`src/rtl/uart_rx.sv`:
```
// 8N1 UART receiver: 2-flop synchronized line, mid-bit sampling, one-cycle byte/error strobes.
// Define UART_RX_PARITY_EN to receive 8E1 frames with a parity check.
//
// state      | meaning
// -----------+-----------------------------------------------------------
// ST_IDLE    | line idle, waiting for a 1->0 edge on the synced line
// ST_START   | confirming the start bit at mid-bit, glitches fall back
// ST_DATA    | sampling 8 data bits LSB first, one per bit period
// ST_PARITY  | sampling the even-parity bit (UART_RX_PARITY_EN only)
// ST_STOP    | sampling the stop bit and issuing the result strobe
module uart_rx #(
    parameter int CLK_FREQ  = 50_000_000,
    parameter int BAUD_RATE = 115200
) (
    input  logic       clk,
    input  logic       rst,
    input  logic       rx_i,
    output logic [7:0] rx_data_o,
    output logic       rx_valid_o,
    output logic       rx_frame_err_o,
    output logic       rx_parity_err_o,
    output logic       rx_busy_o
);

    localparam int CLKS_PER_BIT = CLK_FREQ / BAUD_RATE;
    localparam int CNT_W        = $clog2(CLKS_PER_BIT) + 1;

    // Counter restarts at 0 after each sample, so the terminal value is one
    // less than the period to keep samples exactly CLKS_PER_BIT apart.
    localparam logic [CNT_W-1:0] HALF     = CNT_W'(CLKS_PER_BIT / 2);
    localparam logic [CNT_W-1:0] BIT_LAST = CNT_W'(CLKS_PER_BIT - 1);

    localparam logic [2:0] ST_IDLE   = 3'd0;
    localparam logic [2:0] ST_START  = 3'd1;
    localparam logic [2:0] ST_DATA   = 3'd2;
`ifdef UART_RX_PARITY_EN
    localparam logic [2:0] ST_PARITY = 3'd3;
`endif
    localparam logic [2:0] ST_STOP   = 3'd4;

    logic             r_sync1;
    logic             r_rxs;
    logic             r_rxs_d;
    logic [2:0]       r_state;
    logic [CNT_W-1:0] r_clk_cnt;
    logic [2:0]       r_bit_cnt;
    logic [7:0]       r_shift;
    logic [7:0]       r_data;
    logic             r_valid;
    logic             r_frame_err;
    logic             r_busy;

    logic             w_fall;
    logic             w_tick;
    logic             w_par_bad;

    assign w_fall = r_rxs_d & ~r_rxs;
    assign w_tick = (r_clk_cnt == BIT_LAST);

`ifdef UART_RX_PARITY_EN
    logic r_par_bit;
    logic r_parity_err;

    assign w_par_bad       = (^r_shift) != r_par_bit;
    assign rx_parity_err_o = r_parity_err;
`else
    assign w_par_bad       = 1'b0;
    assign rx_parity_err_o = 1'b0;
`endif

    always_ff @(posedge clk) begin
        if (rst) begin
            r_sync1 <= 1'b1;
            r_rxs   <= 1'b1;
            r_rxs_d <= 1'b1;
        end else begin
            r_sync1 <= rx_i;
            r_rxs   <= r_sync1;
            r_rxs_d <= r_rxs;
        end
    end

    always_ff @(posedge clk) begin
        if (rst) begin
            r_state     <= ST_IDLE;
            r_clk_cnt   <= '0;
            r_bit_cnt   <= '0;
            r_shift     <= '0;
            r_data      <= '0;
            r_valid     <= 1'b0;
            r_frame_err <= 1'b0;
            r_busy      <= 1'b0;
`ifdef UART_RX_PARITY_EN
            r_par_bit    <= 1'b0;
            r_parity_err <= 1'b0;
`endif
        end else begin
            r_valid     <= 1'b0;
            r_frame_err <= 1'b0;
`ifdef UART_RX_PARITY_EN
            r_parity_err <= 1'b0;
`endif
            case (r_state)
                ST_IDLE: begin
                    if (w_fall) begin
                        r_state   <= ST_START;
                        r_clk_cnt <= '0;
                        r_busy    <= 1'b1;
                    end
                end

                ST_START: begin
                    if (r_clk_cnt == HALF) begin
                        r_clk_cnt <= '0;
                        r_bit_cnt <= '0;
                        if (!r_rxs) begin
                            r_state <= ST_DATA;
                        end else begin
                            r_state <= ST_IDLE;
                            r_busy  <= 1'b0;
                        end
                    end else begin
                        r_clk_cnt <= r_clk_cnt + 1'b1;
                    end
                end

                ST_DATA: begin
                    if (w_tick) begin
                        r_clk_cnt <= '0;
                        r_shift   <= {r_rxs, r_shift[7:1]};
                        if (r_bit_cnt == 3'd7) begin
`ifdef UART_RX_PARITY_EN
                            r_state <= ST_PARITY;
`else
                            r_state <= ST_STOP;
`endif
                        end else begin
                            r_bit_cnt <= r_bit_cnt + 1'b1;
                        end
                    end else begin
                        r_clk_cnt <= r_clk_cnt + 1'b1;
                    end
                end

`ifdef UART_RX_PARITY_EN
                ST_PARITY: begin
                    if (w_tick) begin
                        r_clk_cnt <= '0;
                        r_par_bit <= r_rxs;
                        r_state   <= ST_STOP;
                    end else begin
                        r_clk_cnt <= r_clk_cnt + 1'b1;
                    end
                end
`endif

                // Leave at mid-stop-bit so a start bit right behind it is caught.
                ST_STOP: begin
                    if (w_tick) begin
                        r_clk_cnt <= '0;
                        r_state   <= ST_IDLE;
                        r_busy    <= 1'b0;
                        if (!r_rxs) begin
                            r_frame_err <= 1'b1;
                        end else if (w_par_bad) begin
`ifdef UART_RX_PARITY_EN
                            r_parity_err <= 1'b1;
`endif
                        end else begin
                            r_data  <= r_shift;
                            r_valid <= 1'b1;
                        end
                    end else begin
                        r_clk_cnt <= r_clk_cnt + 1'b1;
                    end
                end

                default: begin
                    r_state   <= ST_IDLE;
                    r_clk_cnt <= '0;
                    r_busy    <= 1'b0;
                end
            endcase
        end
    end

    assign rx_data_o      = r_data;
    assign rx_valid_o     = r_valid;
    assign rx_frame_err_o = r_frame_err;
    assign rx_busy_o      = r_busy;

endmodule

```
`config.mk`:
```
export PLATFORM = sky130hd
export DESIGN_NAME = uart_rx
export DESIGN_NICKNAME = d
export VERILOG_FILES = /design/src/rtl/uart_rx.sv
export SDC_FILE = /design/constraint.sdc
export NUM_CORES = 1
export LEC_CHECK = 0
export CORE_ASPECT_RATIO = 1.1
export CORE_UTILIZATION = 45
export DETAILED_ROUTE_END_ITERATION = 10
export GPL_TIMING_DRIVEN = 0
export PLACE_DENSITY_LB_ADDON = 0.2
export SYNTH_ARGS = -nofsm -noshare
export SYNTH_HDL_FRONTEND = slang
export SYNTH_SLANG_ARGS = --single-unit
```
`constraint.sdc`:
```
create_clock -name clk -period 2.55 [get_ports clk]
set_input_delay 0.51 -clock clk [delete_from_list [all_inputs] [get_ports clk]]
set_output_delay 0.51 -clock clk [all_outputs]
set_load 0.02 [all_outputs]
```
==> reports/metrics.csv <==
metric;value;unit
Routed Antenna Nets;0;
clk sink count;38;
Final Skew;0.00956;ns
Post-CTS Setup Inserts;0;
Psw;0.298;mW
VDD IR max;520;µV
fmax;443;MHz
worst slack, placed;0.349;ns
crit-path max cell delay;0.47;ns
switching portion of total power;0.236;
Pint;0.963;mW
Worst EP required;2.83;ns
run status;complete, no violations;
DRT Pass-1 Iters;4;
post-synth net total;191;
minimum clock period;2.26;ns
Flop pwr share;0.492;
antenna violations before repair;0;
Nets;211;
Power Dens Cells;638;nW/µm²
combinational power share;0.103;
share of cells above drive strength 1;0.0927;
crit-path max FO;6;
cts repair resizes;0;
Final period util;0.885;
synth top area cells;dfxtp_1 45%, mux2i_1 10%, nor2_1 6.5%;
# setup viols final;0;
Yosys top cell by area;dfxtp_1;
Area growth syn-to-layout;17.7;%
Most used DFF post-synth;dfxtp_1;
CTS tree;done;
most common cell in the netlist;dfxtp_1;
syn_area_per_cell;9.13;µm²
MaxCap Viol Count;0;
detailed placement HPWL;2.42;mm
clk_lat worst skew;0.35;ns
die area;3980;µm²
min-delay worst type;reg2reg;
pin count of the biggest net entering global routing;14;
worst path cell trace;ha_1, ha_1, nor4b_2, or4b_1, a21oi_1, nand3b_1, a21oi_1;
synthesized instance count;184;
Die Y;66.1;µm
vias per cell;5.41;
drt wl/cell;13.3;µm
clock root buffer;clkbuf_4;
IO Port Bufs;13;
gr usage total;0.204;
CTS H-tree lvls;2;
relative slew slack;0.588;
RD Place Congestion;0.788;
CTS Hold Bufs;0;
Final Hold Viols;0;
Unique masters post-synth;43;
final WL;3.37;mm
CTS buffer count;5;
starting density of the core;0.488;
WP data arrival;2.53;ns
Worst setup SP type;flip-flop;
Chip Width;60.2;µm
Syn Std Cell Area;1680;µm²
RSZ-0062 raised after global routing;no;
# DRC;0;
Slowest cell on crit path;or4b_1;
clock tree buffer depth;2;
Core Area;3440;µm²
clock power share;0.405;
flops & latches, synth;38;
worst-margin pin slew;0.618;ns
First DRT Iteration DRCs;40;
WS Path Type;reg2reg;
GRT overflow;0;
I/O Pins;15;
CP Capture Type;flip-flop;
Ys Warns;0;
WHS;0.431;ns
top cells by count, synth;38 x dfxtp_1, 29 x nor2_1, 17 x mux2i_1;
via count;1369;
vias in the first global route;1332;
number of synthesized flops with an enable pin;0;
Slew Viols, Final;0;
FILL cells;333;
Yosys top cell area share;0.453;
first-pass GRT wire length;5.93;mm
static leakage power;0.808;nW
asr flop ratio synth;0;
Cell Rows;22;
Clock transition at path regs;0.11;ns
sequential fraction of the synthesis area;0.453;
smallest setup slack after layout;0.293;ns
diode count;0;
total negative slack;0;ns
## final cells by class
class                           count  area [µm²]  share of cell area
Multi-Input combinational cell    135         871               0.441
Sequential cell                    38         761               0.385
Timing Repair Buffer               13         130              0.0659
Clock inverter                      3        68.8              0.0348
Tap cell                           48        60.1              0.0304
Clock buffer                        5        37.5              0.0190
Buffer                              8        36.3              0.0184
Inverter                            3        11.3             0.00570
## through the flow
| stage | util | power (mW) | area [µm²] | cells |
|---|---|---|---|---|
| floorplan | - | 0.725 | 1680 | 184 |
| global placement | 0.543 | 0.757 | 1870 | 245 |
| detailed placement | 0.543 | 0.761 | 1870 | 245 |
| CTS | 0.574 | 1.27 | 1980 | 253 |
| global route | 0.574 | 1.31 | 1980 | 253 |
| finish | 0.574 | 1.26 | 1980 | 253 |
## layer usage
layer | track usage | vias up | routed length [µm] | share of wire
li1 | - | 679 | - | -
met1 | 0.225 | 655 | 1420 | 0.42
met2 | 0.363 | 29 | 1760 | 0.52
met3 | 0.0587 | 6 | 139 | 0.041
met4 | 0.0727 | 0 | 47 | 0.014
met5 | 0 | - | 0 | 0
## sequential cells by signal, indices dropped and copies added, names as in the netlist, 3 cells and up
register   cells
r_clk_cnt     10
r_state        3
r_bit_cnt      3
rx_data_o      8
r_shift        8
## cell families (layout without fill, tap and decap cells)
logic type	count (synthesis)	after routing	synth area share
and+or+nand+nor	83	83	0.261
xor gates and xnor gates	6	6	0.0313
DFF	38	38	0.453
other	1	1	0.00223
muxes	17	17	0.101
AOI/OAI and AO/OA	24	24	0.0932
buffers and inverters	11	32	0.0283
adders and majority gates	4	4	0.0298
## cells in the final DEF (no fill, tap or decap), types with 5 or more instances in the layout
master,count
nor3_1,5
nand2_1,11
clkbuf_1,5
nand2b_1,7
dfxtp_1,38
clkbuf_4,5
clkdlybuf4s50_1,13
mux2i_1,17
a21oi_1,10
nor2_1,29
## worst paths after layout
path	start	cells after the start	slack (ns)	end
min reg2reg	r_sync1	1	0.43	r_rxs
max	r_bit_cnt[0]	7	0.29	r_bit_cnt[0]
min	r_sync1	1	0.43	r_rxs
max reg2reg	r_bit_cnt[0]	7	0.29	r_bit_cnt[0]
## critical path: cells and delay by family, from the launching register on
| kind | cells | cell delay, ns |
|---|---|---|
| AOI/OAI and AO/OA | 2 | 0.54 |
| adders and majority gates | 2 | 0.40 |
| DFF | 1 | 0.35 |
| and+or+nand+nor | 3 | 0.90 |
## power groups by stage
stage / Combinational (mW) / Clock, mW / Sequential, mW
final: 0.130 / 0.511 / 0.620
after global routing: 0.142 / 0.543 / 0.622
after CTS: 0.130 / 0.519 / 0.620
after detailed placement: 0.128 / 0 / 0.632
after global placement: 0.126 / 0 / 0.631
after floorplan: 0.0920 / 0 / 0.633
Power figures use the tool's default switching activity.
